### config.mk
export PLATFORM = sky130hd
export DESIGN_NAME = gb_rank_scan
export DESIGN_NICKNAME = d
export VERILOG_FILES = /design/src/rtl/gb_rank_scan.sv
export SDC_FILE = /design/constraint.sdc
export NUM_CORES = 1
export LEC_CHECK = 0
export CAP_MARGIN = 10
export CELL_PAD_IN_SITES_DETAIL_PLACEMENT = 0
export CELL_PAD_IN_SITES_GLOBAL_PLACEMENT = 2
export CORE_ASPECT_RATIO = 1.2
export CORE_MARGIN = 1
export CORE_UTILIZATION = 30
export CTS_BUF_LIST = sky130_fd_sc_hd__clkbuf_2
export DETAILED_ROUTE_END_ITERATION = 12
export PLACE_DENSITY = 0.89
export SYNTH_ARGS = -nofsm -noshare
export SYNTH_HDL_FRONTEND = slang
export SYNTH_SLANG_ARGS = --single-unit
### constraint.sdc
create_clock -name clk -period 2.2 [get_ports clk]
set_input_delay 0.22 -clock clk [delete_from_list [all_inputs] [get_ports clk]]
set_output_delay 0.22 -clock clk [all_outputs]
set_load 0.03 [all_outputs]
### src/rtl/gb_rank_scan.sv
// gb_rank_scan: post-frame scan of the gray-level "seen" bitmap.
// Walks every bitmap address once, writes each level's rank (number of
// occupied levels strictly below it) into the remap LUT, and clears the
// bitmap entry so the statistics stage starts the next frame empty.
// The final occupied-level count is reported on `levels`.
//
// Optional build macro GB_RANK_SCAN_CHECK_EN adds the cnt_mismatch output,
// comparing the scanned level count with the statistics block's own count.
module gb_rank_scan #(
  parameter int DATA_WIDTH = 14
) (
  input  logic                  clk,
  input  logic                  rst_n,
  input  logic                  start,
  input  logic                  din_sop,
  input  logic [DATA_WIDTH:0]   stat_cnt,
  output logic [DATA_WIDTH-1:0] bm_rd_addr,
  input  logic                  bm_rd_q,
  output logic [DATA_WIDTH-1:0] bm_wr_addr,
  output logic                  bm_clr_we,
  output logic [DATA_WIDTH-1:0] lut_addr,
  output logic [DATA_WIDTH-1:0] lut_data,
  output logic                  lut_we,
  output logic                  busy,
  output logic                  done,
  output logic [DATA_WIDTH:0]   levels,
  output logic                  overrun
`ifdef GB_RANK_SCAN_CHECK_EN
  ,
  output logic                  cnt_mismatch
`endif
);

  typedef enum logic [1:0] {
    ST_IDLE  = 2'd0,
    ST_SCAN  = 2'd1,
    ST_DRAIN = 2'd2,
    ST_DONE  = 2'd3
  } state_t;

  localparam logic [DATA_WIDTH-1:0] LAST_ADDR = {DATA_WIDTH{1'b1}};

  state_t                state_reg;
  logic [DATA_WIDTH-1:0] rd_addr_reg;
  logic                  busy_reg;
  logic                  done_reg;

  // Read data lags the issued address by one cycle, so the write side runs
  // one cycle behind the read side.
  logic                  valid_d1;
  logic [DATA_WIDTH-1:0] addr_d1;

  // Rank is one bit wider than an address so a fully occupied bitmap
  // ends at 2^DATA_WIDTH instead of wrapping to zero.
  logic [DATA_WIDTH:0]   rank_reg;
  logic [DATA_WIDTH:0]   levels_reg;
  logic                  overrun_reg;

  logic                  start_accept;

  assign start_accept = (state_reg == ST_IDLE) && start;

  // Scan sequencer: one address per cycle, then a drain cycle for the last
  // read to land, then a single done cycle.
  always_ff @(posedge clk or negedge rst_n) begin
    if (!rst_n) begin
      state_reg   <= ST_IDLE;
      rd_addr_reg <= '0;
      busy_reg    <= 1'b0;
      done_reg    <= 1'b0;
    end else begin
      case (state_reg)
        ST_IDLE: begin
          done_reg <= 1'b0;
          if (start) begin
            state_reg   <= ST_SCAN;
            rd_addr_reg <= '0;
            busy_reg    <= 1'b1;
          end
        end
        ST_SCAN: begin
          if (rd_addr_reg == LAST_ADDR) begin
            // Read address parks at 0 whenever no scan is issuing reads.
            state_reg   <= ST_DRAIN;
            rd_addr_reg <= '0;
          end else begin
            rd_addr_reg <= rd_addr_reg + 1'b1;
          end
        end
        ST_DRAIN: begin
          state_reg <= ST_DONE;
          busy_reg  <= 1'b0;
          done_reg  <= 1'b1;
        end
        ST_DONE: begin
          state_reg <= ST_IDLE;
          done_reg  <= 1'b0;
        end
        default: begin
          state_reg   <= ST_IDLE;
          rd_addr_reg <= '0;
          busy_reg    <= 1'b0;
          done_reg    <= 1'b0;
        end
      endcase
    end
  end

  // Delay the issued address by the bitmap read latency; address holds
  // its last value when idle.
  always_ff @(posedge clk or negedge rst_n) begin
    if (!rst_n) begin
      valid_d1 <= 1'b0;
      addr_d1  <= '0;
    end else begin
      valid_d1 <= (state_reg == ST_SCAN);
      if (state_reg == ST_SCAN) begin
        addr_d1 <= rd_addr_reg;
      end
    end
  end

  // Running rank: the LUT entry uses the count before this level's bit is
  // added, giving "occupied levels strictly below".
  always_ff @(posedge clk or negedge rst_n) begin
    if (!rst_n) begin
      rank_reg <= '0;
    end else if (start_accept) begin
      rank_reg <= '0;
    end else if (valid_d1) begin
      rank_reg <= rank_reg + {{DATA_WIDTH{1'b0}}, bm_rd_q};
    end
  end

  // Capture the final count in the done cycle; held until the next scan ends.
  always_ff @(posedge clk or negedge rst_n) begin
    if (!rst_n) begin
      levels_reg <= '0;
    end else if (state_reg == ST_DONE) begin
      levels_reg <= rank_reg;
    end
  end

  // Sticky flag: a new video packet arrived while the scan owned the bitmap.
  always_ff @(posedge clk or negedge rst_n) begin
    if (!rst_n) begin
      overrun_reg <= 1'b0;
    end else if (din_sop && busy_reg) begin
      overrun_reg <= 1'b1;
    end
  end

  // Write side: LUT write and bitmap clear share the delayed address.
  assign lut_we     = valid_d1;
  assign lut_addr   = addr_d1;
  assign bm_clr_we  = valid_d1;
  assign bm_wr_addr = addr_d1;
  // An inconsistent bitmap could push rank past the LUT range; clamp it.
  assign lut_data   = rank_reg[DATA_WIDTH] ? {DATA_WIDTH{1'b1}}
                                           : rank_reg[DATA_WIDTH-1:0];

  assign bm_rd_addr = rd_addr_reg;
  assign busy       = busy_reg;
  assign done       = done_reg;
  assign levels     = levels_reg;
  assign overrun    = overrun_reg;

`ifdef GB_RANK_SCAN_CHECK_EN
  logic [DATA_WIDTH:0] stat_cnt_reg;
  logic                cnt_mismatch_reg;

  // The statistics count is latched with the accepted start so later
  // changes on stat_cnt cannot affect this scan's comparison.
  always_ff @(posedge clk or negedge rst_n) begin
    if (!rst_n) begin
      stat_cnt_reg <= '0;
    end else if (start_accept) begin
      stat_cnt_reg <= stat_cnt;
    end
  end

  // Compare scanned and reported counts once per completed scan.
  always_ff @(posedge clk or negedge rst_n) begin
    if (!rst_n) begin
      cnt_mismatch_reg <= 1'b0;
    end else if (state_reg == ST_DONE) begin
      cnt_mismatch_reg <= (rank_reg != stat_cnt_reg);
    end
  end

  assign cnt_mismatch = cnt_mismatch_reg;
`else
  // stat_cnt only feeds the optional count check.
  logic unused_stat_cnt;
  assign unused_stat_cnt = ^stat_cnt;
`endif

endmodule
# Word level (Yosys, flattened, before mapping)
# Cells that the tools add are included.
# totals
ff_bits,64
inputBits,20
out_inout_bits,76
elab_cells,40
# op_classes
n_addsub,2
eq_ne,6
n_mux,12
reduce_logical,11
# op_table
op,n
14-bit two-way mux,3
15-bit two-way mux,2
14-bit case mux with 2 select lines,1
15-bit by 1-bit adder with 15-bit output,1
14-bit by 1-bit adder with 14-bit output (second input constant),1
14-bit == test (second input constant),1
2-bit case mux with 4 select lines,1
2-bit nonzero test,4
2-bit AND reduction,3
2-bit == test (second input constant),2
2-bit two-way mux,2
2-bit != test (second input constant),2
1-bit case mux with 2 select lines,2
2-bit by 1-bit == test with 1-bit output (second input constant),1
1-bit logical AND,2
2-bit logical NOT,1
2-bit OR reduction,1
1-bit two-way mux,1

# Logic depth before layout (Yosys ltp)
# depth
word_depth,3
depth_mapped,7
mapped_depth_nobuf,6

# Worst setup path before layout
# Ideal clock, no wire load.
# synth_path
path_kind,register -> register
from,"reg rd_addr_reg[4], in the netlist bm_rd_addr[4]"
to,reg state_reg[1]
setup_ns,0.125
t_arrival_ns,1.919
t_required_ns,2.075
setup_slack_ns,0.157
path_stages_with_launch,5
path_buffers,0
period_less_slack_ns,2.043
path_cell_list,dfrtp_1 -> nand4_4 -> or4_4 -> a21oi_2 -> mux2_2
# synth_via
elab_chain_len,3
# synth_rtl
element,line,rtl
start: declaration,44,logic [DATA_WIDTH-1:0] rd_addr_reg;
start signal: assignment,87,rd_addr_reg <= rd_addr_reg + 1'b1;
14-bit == test,82,if (rd_addr_reg == LAST_ADDR) begin
2-bit != test (no source line),n/a,
2-bit AND reduction (no source line),n/a,
end signal: assignment,84,state_reg <= ST_DRAIN;
end signal: assignment,91,state_reg <= ST_DONE;
end signal: assignment,96,state_reg <= ST_IDLE;
end: declaration,43,state_t state_reg;
# Every way passes these cells.
# A chain may end at the register's enable or synchronous reset.

# Worst setup path in the final report
# layout_path
from,reg state_reg[0]
to,"reg rd_addr_reg[13], in the netlist bm_rd_addr[13]"
# layout_via
elab_chain_len,3
elab_cells_between_ends,6
cone_classes,eq/ne: 2; mux: 1; reduce/logical: 3
# layout_rtl
element,line,rtl
start signal: assignment,67,state_reg <= ST_IDLE;
start signal: assignment,76,state_reg <= ST_SCAN;
start signal: assignment,84,
2-bit by 1-bit == test with 1-bit output / 2-bit logical NOT (equally long branches),72,case (state_reg)
2-bit nonzero test (no source line) / 2-bit != test (equally long branches),n/a,
2-bit AND reduction (no source line),n/a,
# Parallel ways exist; a longest one is shown, timed or not.

==> key figures <==
Worst setup path
  • Worst R2R Setup Slack: 0.19 ns
  • Critical Path RT: 2.65 ns
  • Crit start category: flip-flop
  • Crit path kind: flip-flop to flip-flop
  • FF-to-FF End: bm_rd_addr[13]
  • Max Fanout on Critical Path: 7
  • R2r worst-path depth: 6
  • Worst reg2reg path startpoint: state_reg[0]
  • WP data arrival: 2.46 ns
  • CP Capture Type: flip-flop

Synth
  • Mapped Nets: 307
  • FF+latch count, synth: 64
  • Post-Syn Area: 3125 sq um
  • Post-synth EDFFs: 0
  • Top cell type's share of synthesized area: 51.24%
  • Largest area contributor in the netlist: dfrtp_1
  • Top cells by area, synth: dfrtp_1, mux2_2, buf_4, ha_1, nor2_1
  • Top FF cell, synth: dfrtp_1
  • Count leader, synth: dfrtp_1
  • Sequential share of the synthesized area: 51.24%
  • Ys async rst share: 100.0%
  • Synth top cells by count: dfrtp_1, mux2_2, nor2_1
  • Synth unique cells: 39
  • Synthesis Warnings: 0
  • Syn_area_per_cell: 11.24 sq um
  • Synthesized instance count: 278

Clock network
  • CTS Sinks: 64
  • Clock root buffer: clkbuf_2
  • Post-CTS Setup Inserts: 0
  • H-tree depth: 3
  • Worst-skew pair later-pin latency: 0.52 ns
  • CTS tree: built
  • Clock slew at reported path FFs: 0.22 ns
  • Inserted Clock Buffers: 9
  • Clock Path Buffers: 2

Placed design
  • Cell count after placement: 478
  • GP Congestion: 0.7743
  • IO Port Bufs: 80
  • DP HPWL: 4.849 mm

Route
  • Final WL: 6.917 mm
  • ANT nets after route: 0
  • DRT Pass-1 Iters: 4
  • Routed vias: 2357
  • Wirelength per Cell: 13.97 microns
  • DRC viols: 0
  • Initial DRC Count: 46
  • Vias per std cell: 4.762

Die
  • Die area: 10830 sq um
  • Die Width: 95.18 microns
  • Initial Util: 31.07%
  • Core ar.: 10060 sq um
  • DIE HEIGHT: 113.8 microns
  • # IOs: 96
  • Row count: 40

STA
  • # setup viols final: 0
  • Final Cycle Share: 91.41%
  • Clock Skew: 0.02998 ns
  • Worst-margin pin slew: 0.4531 ns
  • Final TNS setup: 0 ns
  • RSZ-0062 raised after global routing: false
  • Slew headroom: 68.93%
  • Hold WS: 0.2044 ns
  • Final Hold Violating Endpoints: 0
  • Fmax: 497.3 MHz
  • Fin crit period: 2.011 ns
  • Final Max Slew Viols: 0

Pwr
  • Pleak: 1.925 nW
  • Final Power: 0.003453 W
  • Pwr per Cell Area: 819.3 nW/um^2
  • IR drop worst, VDD: 0.7098 mV

Layout
  • Number of diodes: 0
  • Fin nets: 393
  • Fin cells: 495
  • Final Core Density: 41.89%
  • Area grow syn2layout: 34.83%
  • Filler Cell Count: 967
  • Share of cells above drive strength 1: 24.66%

Min path
  • Hold WC Path Type: input port to async pin

Run
  • Max_cap viols: 0

Global routing
  • Largest net degree at the start of global routing: 65
  • Number of global-route vias before repair: 2304
  • All-Layer GR Usage: 13.78%
  • Total gr overflow: 0
  • Initial antenna violation count: 0
  • First-pass GRT wire length: 11.41 mm

Status
  • Status: completed
==> worst max-delay path, stage by stage, from the launching register on <==
cell	delay (ns)
dfrtp_1	0.48
inv_1	0.15
ha_1	0.34
mux2_2	0.27
nand2_1	0.11
or3b_2	0.45
a21oi_1	0.14
==> per-stage QoR <==
stage	worst slack, ns	area, sq um
6_report	0.1890	4214
5_1_grt	0.07593	4214
4_1_cts	0.1380	4214
3_5_place_dp	0.07361	4079
3_3_place_gp	0.08882	4079
2_1_floorplan	0.1567	3126
==> report_power, final <==
part / switching (W) / internal, W / total (W)
combinational: 0.000636 / 0.000462 / 0.00110
sequential: 0.000193 / 0.00132 / 0.00151
clock: 0.000472 / 0.000374 / 0.000846
==> cells in the final DEF (no fill, tap or decap), types with 2 or more instances in the layout <==
master | netlist | layout
a21oi_1 | 7 | 7
and4_1 | 2 | 2
buf_4 | 15 | 17
bufinv_16 | 0 | 2
clkbuf_2 | 0 | 9
clkdlybuf4s50_1 | 0 | 65
clkinvlp_4 | 0 | 3
dfrtp_1 | 64 | 63
dlygate4sd2_1 | 0 | 14
ha_1 | 9 | 9
inv_1 | 9 | 9
mux2_2 | 31 | 31
mux2i_1 | 4 | 4
nand2_1 | 13 | 13
nand3_1 | 7 | 7
nand4_1 | 9 | 9
nor2_1 | 28 | 28
nor3_1 | 6 | 6
nor4_1 | 4 | 4
o21ai_0 | 7 | 7
or2_2 | 14 | 14
or3_1 | 2 | 2
or3b_2 | 2 | 2
xnor2_1 | 12 | 12
xor2_1 | 8 | 8
==> worst max-delay path by stage <==
stage / start / to / slack, ns
finish: state_reg[0] / bm_rd_addr[13] / 0.19
global route: bm_rd_addr[5] / bm_rd_addr[5] / 0.08
CTS: bm_rd_addr[5] / bm_rd_addr[5] / 0.14
detailed placement: bm_rd_q / rank_reg[12] / 0.07
global placement: bm_rd_q / rank_reg[12] / 0.09
floorplan: bm_rd_addr[4] / state_reg[1] / 0.16
==> logic make-up after synthesis <==
family,after synthesis,synth area share [%]
muxes,35,12.45
and+or+nand+nor,94,16.37
AOI/OAI and AO/OA,23,4.924
xor gates and xnor gates,20,5.605
adders and majority gates,9,3.603
DFF,64,51.24
buffers and inverters,33,5.805
==> area by class of cell <==
class	instances	area, sq um	share of cell area, %
Clock buffer	9	45.04	1.069
Clock inverter	7	96.34	2.286
Inverter	9	33.78	0.8017
Multi-Input combinational cell	181	1343	31.86
Sequential cell	64	1603	38.03
Tap cell	126	157.7	3.741
Timing Repair Buffer	99	935.9	22.21
==> metal layers <==
layer  global-route usage (%)  up-vias  routed length, microns
met1                    17.46     1151                    3202
li1                         -     1129                       -
met3                    4.667        8                     388
met4                    4.242        0                      86
met2                    22.00       69                    3240
met5                        0        -                       0
==> repair_timing <==
item | CTS | global route
setup endpoints to repair | 14 | 0
hold endpoints to repair | 64 | 0
gates resized for setup | 15 | 0
hold buffers | 1 | 0
Power figures use the tool's default switching activity.
